===== config.mk =====
export PLATFORM = sky130hd
export DESIGN_NAME = hazard_ctrl
export DESIGN_NICKNAME = d
export VERILOG_FILES = /design/src/rtl/hazard_ctrl.sv
export SDC_FILE = /design/constraint.sdc
export NUM_CORES = 1
export LEC_CHECK = 0
export CAP_MARGIN = 20
export CORE_MARGIN = 1
export CORE_UTILIZATION = 55
export CTS_CLUSTER_SIZE = 40
export DETAILED_ROUTE_END_ITERATION = 6
export GPL_TIMING_DRIVEN = 0
export PLACE_DENSITY = 0.93
export SLEW_MARGIN = 30
export SYNTH_ARGS = -nofsm -noshare
export SYNTH_HDL_FRONTEND = slang
export SYNTH_SLANG_ARGS = --single-unit

===== constraint.sdc =====
create_clock -name clk -period 3.1 [get_ports clk]
set_input_delay 0.31 -clock clk [delete_from_list [all_inputs] [get_ports clk]]
set_output_delay 0.31 -clock clk [all_outputs]
set_load 0.02 [all_outputs]

===== src/rtl/hazard_ctrl.sv =====
// hazard_ctrl: stall/flush sequencing for the 5-stage RISC-V pipeline.
//
// Decides, every cycle, whether the PC, F/D, D/E and E/M registers hold or
// bubble. It handles load-use bubbles, branch-mispredict redirects with a
// multi-cycle F/D flush window, and whole-pipe freezes while data memory is
// busy. It also keeps saturating stall/mispredict counters and a sticky
// data-memory timeout flag.
//
// Ports:
//   clk, rst                  clock, synchronous active-high reset
//   d_rs1, d_rs2              source register indices of the D instruction
//   d_use_rs1, d_use_rs2      D instruction actually reads rs1 / rs2
//   e_rd, e_mem_read          destination index / load flag of E instruction
//   e_br_valid                E holds a resolved conditional branch
//   e_br_taken, e_guess       actual and predicted branch outcome
//   dmem_busy                 data memory not ready this cycle
//   pc_stall, pc_redirect     hold PC / load PC from EX target
//   fd_stall, fd_flush        hold / bubble F/D
//   de_stall, de_flush        hold / bubble D/E
//   em_stall                  hold E/M
//   mem_timeout               sticky: dmem_busy held MEM_TIMEOUT cycles
//   stall_cnt, flush_cnt      saturating pc_stall-cycle / mispredict counters
//
// State table:
//   state | meaning
//   RUN   | normal issue; load-use bubbles allowed
//   FLUSH | post-redirect window, F/D and D/E bubbled, load-use ignored

module hazard_ctrl #(
  parameter int unsigned FLUSH_CYCLES = 1,
  parameter int unsigned MEM_TIMEOUT  = 255,
  parameter int unsigned CNT_W        = 16
) (
  input  logic             clk,
  input  logic             rst,
  input  logic [4:0]       d_rs1,
  input  logic [4:0]       d_rs2,
  input  logic             d_use_rs1,
  input  logic             d_use_rs2,
  input  logic [4:0]       e_rd,
  input  logic             e_mem_read,
  input  logic             e_br_valid,
  input  logic             e_br_taken,
  input  logic             e_guess,
  input  logic             dmem_busy,
  output logic             pc_stall,
  output logic             pc_redirect,
  output logic             fd_stall,
  output logic             fd_flush,
  output logic             de_stall,
  output logic             de_flush,
  output logic             em_stall,
  output logic             mem_timeout,
  output logic [CNT_W-1:0] stall_cnt,
  output logic [CNT_W-1:0] flush_cnt
);

  typedef enum logic {
    RUN   = 1'b0,
    FLUSH = 1'b1
  } state_t;

  // The mispredict cycle itself is the first flush cycle, so the FLUSH
  // state only has to cover the remaining FLUSH_CYCLES-1 cycles.
  localparam logic [3:0]  FLUSH_RELOAD = 4'(FLUSH_CYCLES - 1);
  localparam logic [16:0] TO_LIMIT     = 17'(MEM_TIMEOUT);

  state_t      state, state_nxt;
  logic [3:0]  fcnt, fcnt_nxt;
  logic [15:0] tcnt;
  logic [16:0] tcnt_inc;
  logic        mispredict;
  logic        loaduse;
  logic        rs1_hit;
  logic        rs2_hit;

  assign mispredict = e_br_valid & (e_br_taken != e_guess);
  assign rs1_hit    = d_use_rs1 & (d_rs1 == e_rd);
  assign rs2_hit    = d_use_rs2 & (d_rs2 == e_rd);
  assign loaduse    = e_mem_read & (e_rd != 5'd0) & (rs1_hit | rs2_hit);
  assign tcnt_inc   = {1'b0, tcnt} + 17'd1;

  always_ff @(posedge clk) begin
    if (rst) begin
      state <= RUN;
      fcnt  <= 4'd0;
    end else begin
      state <= state_nxt;
      fcnt  <= fcnt_nxt;
    end
  end

  always_comb begin
    state_nxt   = state;
    fcnt_nxt    = fcnt;
    pc_stall    = 1'b0;
    pc_redirect = 1'b0;
    fd_stall    = 1'b0;
    fd_flush    = 1'b0;
    de_stall    = 1'b0;
    de_flush    = 1'b0;
    em_stall    = 1'b0;
    if (!rst) begin
      if (dmem_busy) begin
        // Whole pipe frozen; a pending branch is re-evaluated once busy drops.
        pc_stall = 1'b1;
        fd_stall = 1'b1;
        de_stall = 1'b1;
        em_stall = 1'b1;
      end else if (mispredict) begin
        pc_redirect = 1'b1;
        fd_flush    = 1'b1;
        de_flush    = 1'b1;
        if (FLUSH_CYCLES > 1) begin
          state_nxt = FLUSH;
          fcnt_nxt  = FLUSH_RELOAD;
        end else begin
          state_nxt = RUN;
          fcnt_nxt  = 4'd0;
        end
      end else if (state == FLUSH) begin
        fd_flush = 1'b1;
        de_flush = 1'b1;
        fcnt_nxt = fcnt - 4'd1;
        if (fcnt <= 4'd1) begin
          state_nxt = RUN;
        end
      end else if (loaduse) begin
        pc_stall = 1'b1;
        fd_stall = 1'b1;
        de_flush = 1'b1;
      end
    end
  end

  // Busy-run length counter; it parks at the limit so it can never wrap
  // back below the threshold during a very long busy period.
  always_ff @(posedge clk) begin
    if (rst) begin
      tcnt        <= 16'd0;
      mem_timeout <= 1'b0;
    end else if (dmem_busy) begin
      if (tcnt_inc <= TO_LIMIT) begin
        tcnt <= tcnt_inc[15:0];
      end
      if (tcnt_inc >= TO_LIMIT) begin
        mem_timeout <= 1'b1;
      end
    end else begin
      tcnt <= 16'd0;
    end
  end

  always_ff @(posedge clk) begin
    if (rst) begin
      stall_cnt <= '0;
      flush_cnt <= '0;
    end else begin
      if (pc_stall && (stall_cnt != '1)) begin
        stall_cnt <= stall_cnt + 1'b1;
      end
      if (pc_redirect && (flush_cnt != '1)) begin
        flush_cnt <= flush_cnt + 1'b1;
      end
    end
  end

endmodule


After elaboration in Yosys (flattened, before gate mapping)
Index checks and enable logic that the tools add are counted.
{"block": "classes", "n_eq_ne": 5, "addsub": 4, "n_mux": 23, "n_reduce_logical": 7, "n_lt_le_gt_ge": 3, "bitwise": 7}
{"cell": "16-bit by 1-bit adder with 16-bit output (second input constant)", "n": 2}
{"cell": "16-bit inequality test (second input constant)", "n": 2}
{"cell": "1-bit two-way mux", "n": 21}
{"cell": "16-bit by 1-bit adder with 17-bit output (second input constant)", "n": 1}
{"cell": "17-bit by 8-bit >= comparator with 1-bit output (second input constant)", "n": 1}
{"cell": "17-bit by 8-bit <= comparator with 1-bit output (second input constant)", "n": 1}
{"cell": "5-bit equality test", "n": 2}
{"cell": "4-bit two-way mux", "n": 2}
{"cell": "1-bit AND", "n": 5}
{"cell": "5-bit nonzero test", "n": 1}
{"cell": "4-bit by 1-bit <= comparator with 1-bit output (second input constant)", "n": 1}
{"cell": "2-bit AND reduction", "n": 2}
{"cell": "4-bit by 1-bit subtractor with 4-bit output (second input constant)", "n": 1}
{"cell": "1-bit logical AND", "n": 2}
{"cell": "2-bit nonzero test", "n": 1}
{"cell": "2-bit OR reduction", "n": 1}
{"cell": "1-bit inequality test", "n": 1}
{"cell": "1-bit NOT", "n": 1}
{"cell": "1-bit OR", "n": 1}
{"block": "word_totals", "register_bits": 54, "word_cells": 55}

Depth between registers and ports, before layout
Gate-level depths: netlist (run 1).
{"block": "logic_depth", "depth_word": 10, "ltp_mapped": 9, "depth_no_buf": 7}

Worst setup path after synthesis (run 1)
No wires, ideal clock.
{"block": "synth_path", "path_kind": "flip-flop to flip-flop", "from": "reg tcnt[0]", "to": "reg tcnt[1]", "setup_time_ps": 91, "setup_slack_ps": 970, "arrival_ps": 2039, "stages_incl_launch_ff": 8, "period_less_slack_ps": 2130, "path_cell_list": "dfxtp_1 > ha_1 > nand3_4 > o41ai_2 > o41ai_2 > a211oi_4 > a21oi_1 > a311oi_1"}
{"block": "synth_via", "elab_chain_len": 2}
{"element": "start, declared", "line_no": "70", "rtl": "logic [15:0] tcnt;"}
{"element": "start signal, assigned", "line_no": "144", "rtl": "tcnt <= tcnt_inc[15:0];"}
{"element": "16-bit by 1-bit adder with 17-bit output (*)", "line_no": "81", "rtl": "assign tcnt_inc = {1'b0, tcnt} + 17'd1;"}
{"element": "17-bit by 8-bit <= comparator with 1-bit output", "line_no": "143", "rtl": "if (tcnt_inc <= TO_LIMIT) begin"}
Mark *: on every way between the ends. The rest lies on a longest branch, timed or not.
A chain may end at the register's enable or synchronous reset.

Worst setup path after layout (run 1)
{"block": "layout_path", "from": "in e_rd[3]", "to": "out pc_stall"}
{"block": "layout_via", "elab_chain_len": 9, "word_cells_on_any_way": 13}
{"element": "start, declared", "line_no": "40", "rtl": "input logic [4:0] e_rd,"}
{"element": "5-bit equality test, on equally long branches", "line_no": "78, 79"}
{"element": "1-bit AND, on equally long branches", "line_no": "78, 79"}
{"element": "1-bit OR", "line_no": "80", "rtl": "assign loaduse = e_mem_read & (e_rd != 5'd0) & (rs1_hit | rs2_hit);"}
{"element": "1-bit AND (*)", "line_no": "80"}
{"element": "1-bit two-way mux (*)", "line_no": "128", "rtl": "end else if (loaduse) begin"}
{"element": "1-bit two-way mux (*)", "line_no": "121", "rtl": "end else if (state == FLUSH) begin"}
{"element": "1-bit two-way mux (*)", "line_no": "110", "rtl": "end else if (mispredict) begin"}
{"element": "1-bit two-way mux (*)", "line_no": "104", "rtl": "if (dmem_busy) begin"}
{"element": "1-bit two-way mux (*)", "line_no": "103", "rtl": "if (!rst) begin"}
{"element": "end, declared", "line_no": "46", "rtl": "output logic pc_stall,"}
Marked as above.

==> impl_metrics.env, run 1 <==
export IMPL_status="finished, final reports clean"
export IMPL_yosysTopAreaCell="dfxtp_1"
export IMPL_finClkSkew_ps=7.24
export IMPL_post_route_util_pct=73.8
export IMPL_hp_start="dmem_busy"
export IMPL_viasPerCell=5.91
export IMPL_crit_cells=8
export IMPL_tns_ps=0
export IMPL_grt_usage_pct=26.6
export IMPL_cts_buffer_depth=2
export IMPL_r2r_slack_ps=600
export IMPL_cts_tree="yes"
export IMPL_cp_num_buf_inv=4
export IMPL_clock_fmax_mhz=338
export IMPL_ys_ff_latch=54
export IMPL_ant_nets=0
export IMPL_gp_congestion=0.842
export IMPL_cp_arrival_ps=2650
export IMPL_diodes=0
export IMPL_port_buffers=62
export IMPL_htreeDepth=2
export IMPL_ys_flop_type="dfxtp_1"
export IMPL_syn_to_final_growth_pct=27.1
export IMPL_synth_seq_area_share_pct=36.0
export IMPL_worst_path_largest_cell_delay_ps=530
export IMPL_grt_antenna_before_repair=0
export IMPL_cts_num_sinks=54
export IMPL_wl_per_cell_microns=14.7
export IMPL_path_class="in2out"
export IMPL_nets=454
export IMPL_grt_first_pass_wirelength_microns=11600
export IMPL_fp_dieH_microns=75.9
export IMPL_fp_row_count=26
export IMPL_fillers=380
export IMPL_synth_cells=355
export IMPL_cap_viol_max_count=0
export IMPL_crit_family="buffers and inverters"
export IMPL_min_period_ps=2960
export IMPL_critical_path_required_ps=2790
export IMPL_route_met3_wl_microns=290
export IMPL_slew_violations=0
export IMPL_area_sequential_sq_um=1080
export IMPL_synth_top_area_share_pct=36.0
export IMPL_syn_nets=385
export IMPL_maxSlewHeadroom_pct=56.4
export IMPL_yosys_top_cells_area="dfxtp_1 36%, nor2_1 4.7%, xnor2_1 4.7%, nand2_1 3.4%, a21oi_1 3.3%"
export IMPL_cts_clk_slew_worst_paths_ps=100
export IMPL_cts_resized_gates=0
export IMPL_cp_max_fo=4
export IMPL_multi_input_area_sq_um=1810
export IMPL_synthMostInstantiatedCell="dfxtp_1"
export IMPL_clkLatencyLatePin_ps=310
export IMPL_syn_avg_cell_area_sq_um=8.46
export IMPL_postCtsSetupBuffers=0
export IMPL_setup_violations=0
export IMPL_rr_worst_depth=7
export IMPL_drt_iter0_drc=159
export IMPL_worst_pin_slew_ps=647
export IMPL_hold_path_cell_count=3
export IMPL_min_period_over_period_pct=95.4
export IMPL_cp_cell_sequence="clkdlybuf4s50_1, or4_1, o21ai_0, nor4_2, a21oi_2, inv_1, buf_4, clkdlybuf4s50_1"
export IMPL_totalWireLength_microns=7260
export IMPL_die_area_sq_um=5760
export IMPL_worstSetupStartpointType="input port"
export IMPL_netlist_area_sq_um=3000
export IMPL_grt_overflow_total=0
export IMPL_post_dp_hpwl_microns=5320
export IMPL_core_area_sq_um=5170
export IMPL_wl_met1_microns=3080
export IMPL_grt_max_degree=16
export IMPL_reg2reg_from="tcnt[1]"
export IMPL_vias=2926
export IMPL_rr_endpoint="tcnt[6]"
export IMPL_hold_class="in2reg"
export IMPL_synth_edf_count=0
export IMPL_route_met2_wl_microns=3780
export IMPL_cts_made_buffers=5
export IMPL_cts_root_buf="clkbuf_8"
export IMPL_ys_types=60
export IMPL_ioPinCount=64
export IMPL_die_width_microns=75.9
export IMPL_hold_viol=0
export IMPL_end_kind="output port"
export IMPL_postCtsHoldBufs=0
export IMPL_cp_slowest_cell="or4_1"
export IMPL_ys_async_sr_fraction_pct=0
export IMPL_drt_first_pass_iters=4
export IMPL_cellPowerDensity_nw_per_um2=339
export IMPL_drive_gt1_share_pct=6.82
export IMPL_synthTopCellsByCount="54 x dfxtp_1, 38 x nor2_1, 27 x nand2_1"
export IMPL_drcViolationCount=0
export IMPL_top_layer="met4"
export IMPL_crit_top_cell="clkdlybuf4s50_1"
export IMPL_grt_pass1_vias=2695
export IMPL_grt_setup_unrepaired="false"
export IMPL_initial_core_util_pct=58.1
export IMPL_ir_drop_mv=0.327
export IMPL_whs_endpoint="mem_timeout"
export IMPL_leakage_nw=1.31
export IMPL_synth_warnings=0
worst max-delay path by stage:
stage	to	slack, ps	from
after floorplan	tcnt[1]	970	tcnt[0]
after global routing	pc_stall	20	e_rd[0]
final	pc_stall	140	e_rd[3]
after global placement	pc_stall	170	e_rd[0]
after detailed placement	pc_stall	140	e_rd[3]
after CTS	pc_stall	140	e_rd[3]
layout make-up:
cell class,instances,area share (%)
inverter,11,1.08
clock inverter,1,0.787
sequential,54,28.3
tap,70,2.29
clock buffer,7,2.00
timing repair buffer,62,16.3
multi-input combinational,276,47.4
buffer,14,1.87
layout by cell type (no fill, tap or decap), drive strengths merged, types with 11 or more instances in the layout:
cell type,instances
nor3,11
and2,11
xnor2,16
clkbuf,15
a21oi,22
dfxtp,54
nor2,38
nand4,17
o21ai,18
nand3,22
clkdlybuf4s50,62
xor2,11
nand2,27
cells by family (layout without fill, tap and decap cells):
kind of cell,Yosys count,count (layout),share of synthesized area [%]
simple gates,164,164,30.4
flops,54,54,36.0
mux,3,3,1.04
fa+ha+maj,6,6,2.50
xor+xnor,27,27,7.87
buf+inv,25,95,3.75
compound gates,76,76,18.5
flip-flops by register name, summed over array words and instances (netlist names):
signal,flops
stall_cnt,16
tcnt,16
flush_cnt,16
fcnt,4
state,1
mem_timeout,1
per-stage QoR:
| step | hold slack [ps] | total power [mW] | area, sq um | setup slack [ps] | std cells |
|---|---|---|---|---|---|
| final | 446 | 1.29 | 3820 | 143 | 495 |
| after detailed placement | 447 | 0.840 | 3710 | 137 | 487 |
| after CTS | 457 | 1.30 | 3820 | 138 | 495 |
| after global placement | 443 | 0.835 | 3710 | 168 | 487 |
| after floorplan | 430 | 0.780 | 3000 | 970 | 355 |
| after global routing | 503 | 1.33 | 3820 | 15.6 | 495 |
per-layer routing:
| layer | up-vias | GRT usage, % |
|---|---|---|
| met1 | 1401 | 30.4 |
| met3 | 11 | 5.03 |
| li1 | 1436 | - |
| met5 | - | 0 |
| met4 | 0 | 11.1 |
| met2 | 78 | 48.4 |
tightest hold or removal path: stages:
cell,delay [ps]
clkbuf_1,180
o21ai_0,190
a41oi_1,40
power breakdown:
part,switching [mW],leakage [nW],internal [mW]
sequential,0.00627,0.435,0.696
combinational,0.0622,0.824,0.0597
clock,0.227,0.0524,0.242
total,0.295,1.31,0.998
Power figures use the tool's default switching activity.
==> inputs of run 2 (changes only) <==
ABC_CLOCK_PERIOD_IN_PS = 3100   (was unset)
CORE_UTILIZATION = 30   (was 55)
PLACE_DENSITY = 0.6   (was 0.93)
==> impl_metrics.env, run 2 (same netlist as run 1, synthesis figures left out) <==
export IMPL_status="finished, final reports clean"
export IMPL_fillers=1057
export IMPL_min_period_over_period_pct=94.2
export IMPL_min_period_ps=2920
export IMPL_setup_violations=0
export IMPL_ioPinCount=64
export IMPL_worstSetupStartpointType="input port"
export IMPL_path_class="in2out"
export IMPL_cts_root_buf="clkbuf_8"
export IMPL_initial_core_util_pct=30.9
export IMPL_worst_path_largest_cell_delay_ps=540
export IMPL_fp_dieH_microns=102
export IMPL_hold_viol=0
export IMPL_post_dp_hpwl_microns=5580
export IMPL_crit_family="buffers and inverters"
export IMPL_cts_clk_slew_worst_paths_ps=100
export IMPL_grt_first_pass_wirelength_microns=13000
export IMPL_cts_tree="yes"
export IMPL_postCtsHoldBufs=0
export IMPL_maxSlewHeadroom_pct=53.8
export IMPL_multi_input_area_sq_um=1810
export IMPL_vias=2829
export IMPL_fin_cells=558
export IMPL_viasPerCell=5.07
export IMPL_cap_viol_max_count=0
export IMPL_reg2reg_from="tcnt[0]"
export IMPL_ant_nets=0
export IMPL_grt_setup_unrepaired="false"
export IMPL_finClkSkew_ps=10.5
export IMPL_final_common_cell="clkdlybuf4s50_1"
export IMPL_dp_cells=550
export IMPL_grt_pass1_vias=2750
export IMPL_grt_max_degree=17
export IMPL_cp_num_buf_inv=4
export IMPL_postCtsSetupBuffers=0
export IMPL_cts_buffer_depth=2
export IMPL_cts_resized_gates=0
export IMPL_cts_num_sinks=54
export IMPL_diodes=0
export IMPL_cp_slowest_cell="or4_1"
export IMPL_worst_pin_slew_ps=686
export IMPL_tns_ps=0
export IMPL_grt_antenna_before_repair=0
export IMPL_end_kind="output port"
export IMPL_htreeDepth=2
export IMPL_cp_arrival_ps=2610
export IMPL_drt_first_pass_iters=4
export IMPL_totalWireLength_microns=7550
export IMPL_slew_violations=0
export IMPL_hold_class="reg2reg"
export IMPL_clkLatencyLatePin_ps=310
export IMPL_holdWs_ps=475
export IMPL_drcViolationCount=0
export IMPL_wl_per_cell_microns=13.5
export IMPL_layout_common_cells="62 x clkdlybuf4s50_1, 54 x dfxtp_1, 38 x nor2_1"
export IMPL_cp_max_fo=4
export IMPL_fp_row_count=36
export IMPL_port_buffers=62
export IMPL_pre_cts_ws_ps=75.4
export IMPL_crit_top_cell="clkdlybuf4s50_1"
export IMPL_gp_congestion=0.829
export IMPL_drive_gt1_share_pct=7.06
export IMPL_hp_start="tcnt[15]"
export IMPL_ir_drop_mv=0.203
export IMPL_cts_made_buffers=5
export IMPL_crit_start="e_rd[0]"
export IMPL_reg_largest_list="flush_cnt: 16 flops, stall_cnt: 16 flops, tcnt: 16 flops"
export IMPL_grt_usage_pct=15.5
export IMPL_grt_overflow_total=0
export IMPL_core_area_sq_um=9730
export IMPL_syn_to_final_growth_pct=29.4
export IMPL_cellPowerDensity_nw_per_um2=322
export IMPL_die_width_microns=102
export IMPL_cp_cell_sequence="clkdlybuf4s50_1, or4_1, o21ai_1, nor4_2, a21oi_2, inv_1, buf_4, clkdlybuf4s50_1"
export IMPL_power_mw=1.25
export IMPL_clock_fmax_mhz=343
export IMPL_leakage_nw=1.31
export IMPL_nets=454
export IMPL_setup_slack_ps=181
export IMPL_area_sequential_sq_um=1080
export IMPL_die_area_sq_um=10400
export IMPL_drt_iter0_drc=112
export IMPL_critical_path_required_ps=2790
## run 2: worst paths after layout
kind,slack [ps],cells past startpoint,end
max reg2reg,610,7,tcnt[6]
min,470,1,tcnt[15]
min reg2reg,470,1,tcnt[15]
max,180,8,pc_stall
## run 2: layout make-up
class / count / share of cell area, %
Multi-Input combinational cell: 276 / 46.6
Sequential cell: 54 / 27.8
Timing Repair Buffer: 62 / 16.0
Tap cell: 133 / 4.28
Clock buffer: 7 / 2.22
Buffer: 14 / 1.84
Inverter: 11 / 1.06
Clock inverter: 1 / 0.225
## run 2: per-layer routing
metal / routed length, microns / track usage (%)
met5: 0 / 0
met4: 56 / 3.74
met3: 278 / 3.56
met2: 3640 / 25.9
met1: 3570 / 20.3
## run 2: worst register-to-register path, stage by stage, from the launching register on
cell,delay [ps]
dfxtp_1,500
ha_1,350
nand3_4,160
o41ai_2,370
o41ai_2,210
nor2_1,410
a31oi_1,150
a41o_1,230
## run 2: metrics by stage
| stage | cell area (sq um) | util, % |
|---|---|---|
| 3_3_place_gp | 3790 | 39.0 |
| 5_1_grt | 3880 | 39.9 |
| 6_report | 3880 | 39.9 |
| 2_1_floorplan | 3000 | - |
| 4_1_cts | 3880 | 39.9 |
| 3_5_place_dp | 3790 | 39.0 |
## run 2: where the power goes
part	internal, mW	switching [mW]	total (mW)
clock	0.185	0.241	0.427
sequential	0.697	0.00598	0.703
combinational	0.0596	0.0618	0.121
total	0.942	0.309	1.25
==> inputs of run 3 (changes only) <==
RECOVER_POWER = 50   (was unset)
==> impl_metrics.env, run 3 (same netlist as run 1, synthesis figures left out) <==
export IMPL_cts_clk_slew_worst_paths_ps=100
export IMPL_wl_per_cell_microns=13.5
export IMPL_final_common_cell="dfxtp_1"
export IMPL_maxSlewHeadroom_pct=53.7
export IMPL_diodes=0
export IMPL_initial_core_util_pct=30.9
export IMPL_port_buffers=62
export IMPL_use_met3_pct=3.56
export IMPL_cp_cell_sequence="clkdlybuf4s50_1, or4_1, o21ai_1, nor4_2, a21oi_2, inv_1, buf_4, clkdlybuf4s50_1"
export IMPL_cp_max_fo=4
export IMPL_worst_pin_slew_ps=687
export IMPL_post_dp_hpwl_microns=5580
export IMPL_clock_fmax_mhz=341
export IMPL_clkLatencyLatePin_ps=310
export IMPL_cts_root_buf="clkbuf_8"
export IMPL_place_area_sq_um=3790
export IMPL_hold_path_cell_count=1
export IMPL_cts_made_buffers=5
export IMPL_drive_gt1_share_pct=6.82
export IMPL_rr_endpoint="tcnt[6]"
export IMPL_path_class="in2out"
export IMPL_fin_cells=558
export IMPL_drt_iter0_drc=115
export IMPL_cts_buffer_depth=2
export IMPL_cp_num_buf_inv=4
export IMPL_grt_usage_pct=15.5
export IMPL_syn_to_final_growth_pct=29.3
export IMPL_cts_tree="yes"
export IMPL_worst_path_largest_cell_delay_ps=540
export IMPL_reg2reg_from="tcnt[0]"
export IMPL_min_period_over_period_pct=94.5
export IMPL_grt_antenna_before_repair=0
export IMPL_vias=2835
export IMPL_ant_nets=0
export IMPL_grtUsageMet1_pct=20.3
export IMPL_postCtsSetupBuffers=0
export IMPL_grt_overflow_total=0
export IMPL_htreeDepth=2
export IMPL_status="finished, final reports clean"
export IMPL_power_mw=1.25
export IMPL_die_area_sq_um=10400
export IMPL_layout_common_cells="54 x dfxtp_1, 38 x nor2_1, 34 x dlygate4sd3_1"
export IMPL_end_kind="output port"
export IMPL_grt_first_pass_wirelength_microns=13000
export IMPL_ir_drop_mv=0.204
export IMPL_nets=454
export IMPL_hold_class="reg2reg"
export IMPL_grt_pass1_vias=2750
export IMPL_slew_violations=0
export IMPL_crit_top_cell="clkdlybuf4s50_1"
export IMPL_postCtsHoldBufs=0
export IMPL_grt_max_degree=17
export IMPL_die_width_microns=102
export IMPL_grt_setup_unrepaired="false"
export IMPL_leakage_nw=1.42
export IMPL_tns_ps=0
export IMPL_totalWireLength_microns=7550
export IMPL_r2r_slack_ps=620
export IMPL_drt_first_pass_iters=4
export IMPL_cap_viol_max_count=0
export IMPL_core_area_sq_um=9730
export IMPL_cellPowerDensity_nw_per_um2=322
export IMPL_crit_family="buffers and inverters"
export IMPL_hold_viol=0
export IMPL_setup_violations=0
export IMPL_whs_endpoint="tcnt[15]"
export IMPL_cts_num_sinks=54
export IMPL_rr_worst_depth=7
export IMPL_fp_row_count=36
export IMPL_fillers=1058
export IMPL_viasPerCell=5.08
export IMPL_hp_start="tcnt[15]"
export IMPL_finClkSkew_ps=10.0
export IMPL_fp_dieH_microns=102
export IMPL_gp_congestion=0.829
export IMPL_dp_cells=550
export IMPL_cp_slowest_cell="or4_1"
export IMPL_min_period_ps=2930
export IMPL_cp_arrival_ps=2620
export IMPL_critical_path_required_ps=2790
export IMPL_stdcell_area_sq_um=3880
export IMPL_worstSetupStartpointType="input port"
export IMPL_met2_usage_pct=25.9
export IMPL_drcViolationCount=0
export IMPL_ioPinCount=64
export IMPL_busiest_layer="met2"
export IMPL_reg_largest_list="flush_cnt: 16 flops, stall_cnt: 16 flops, tcnt: 16 flops"
[run 3: layout make-up]
| type | count | area [sq um] | share of cell area [%] |
|---|---|---|---|
| multi-input combinational | 276 | 1810 | 46.6 |
| sequential | 54 | 1080 | 27.8 |
| timing repair buffer | 62 | 621 | 16.0 |
| tap | 133 | 166 | 4.28 |
| clock buffer | 7 | 86.3 | 2.22 |
| buffer | 14 | 70.1 | 1.80 |
| inverter | 11 | 41.3 | 1.06 |
| clock inverter | 1 | 8.76 | 0.226 |
[run 3: metal layers]
layer,up-vias,part of all wire [%]
li1,1437,-
met1,1347,47
met2,45,49
met3,6,3.6
met4,0,0.74
met5,-,0
[run 3: worst max-delay path by stage]
stage / endpoint / slack, ps / cells after the start / startpoint
2_1_floorplan: tcnt[1] / 970 / 7 / tcnt[0]
4_1_cts: pc_stall / 60 / 8 / e_rd[0]
3_5_place_dp: pc_stall / 80 / 8 / e_rd[0]
5_1_grt: pc_stall / 60 / 8 / e_rd[0]
6_report: pc_stall / 170 / 8 / e_rd[0]
3_3_place_gp: pc_stall / 60 / 8 / e_rd[0]
[run 3: what timing repair did]
item                                    in CTS  in global routing
gates resized for setup                      0                  1
hold endpoints to repair                     0                  0
endpoints found under the setup margin       0                  1
[run 3: through the flow]
step                utilization [%]  hold slack (ps)  worst slack [ps]
finish                         39.9              475               172
global route                   39.9              513              56.5
CTS                            39.9              478              63.3
detailed placement             39.0              451              75.4
global placement               39.0              443              60.7
floorplan                         -              430               970
[run 3: report_power, final]
part / switching (mW) / internal (mW)
combinational: 0.0618 / 0.0585
sequential: 0.00590 / 0.697
clock: 0.241 / 0.185
total: 0.309 / 0.941
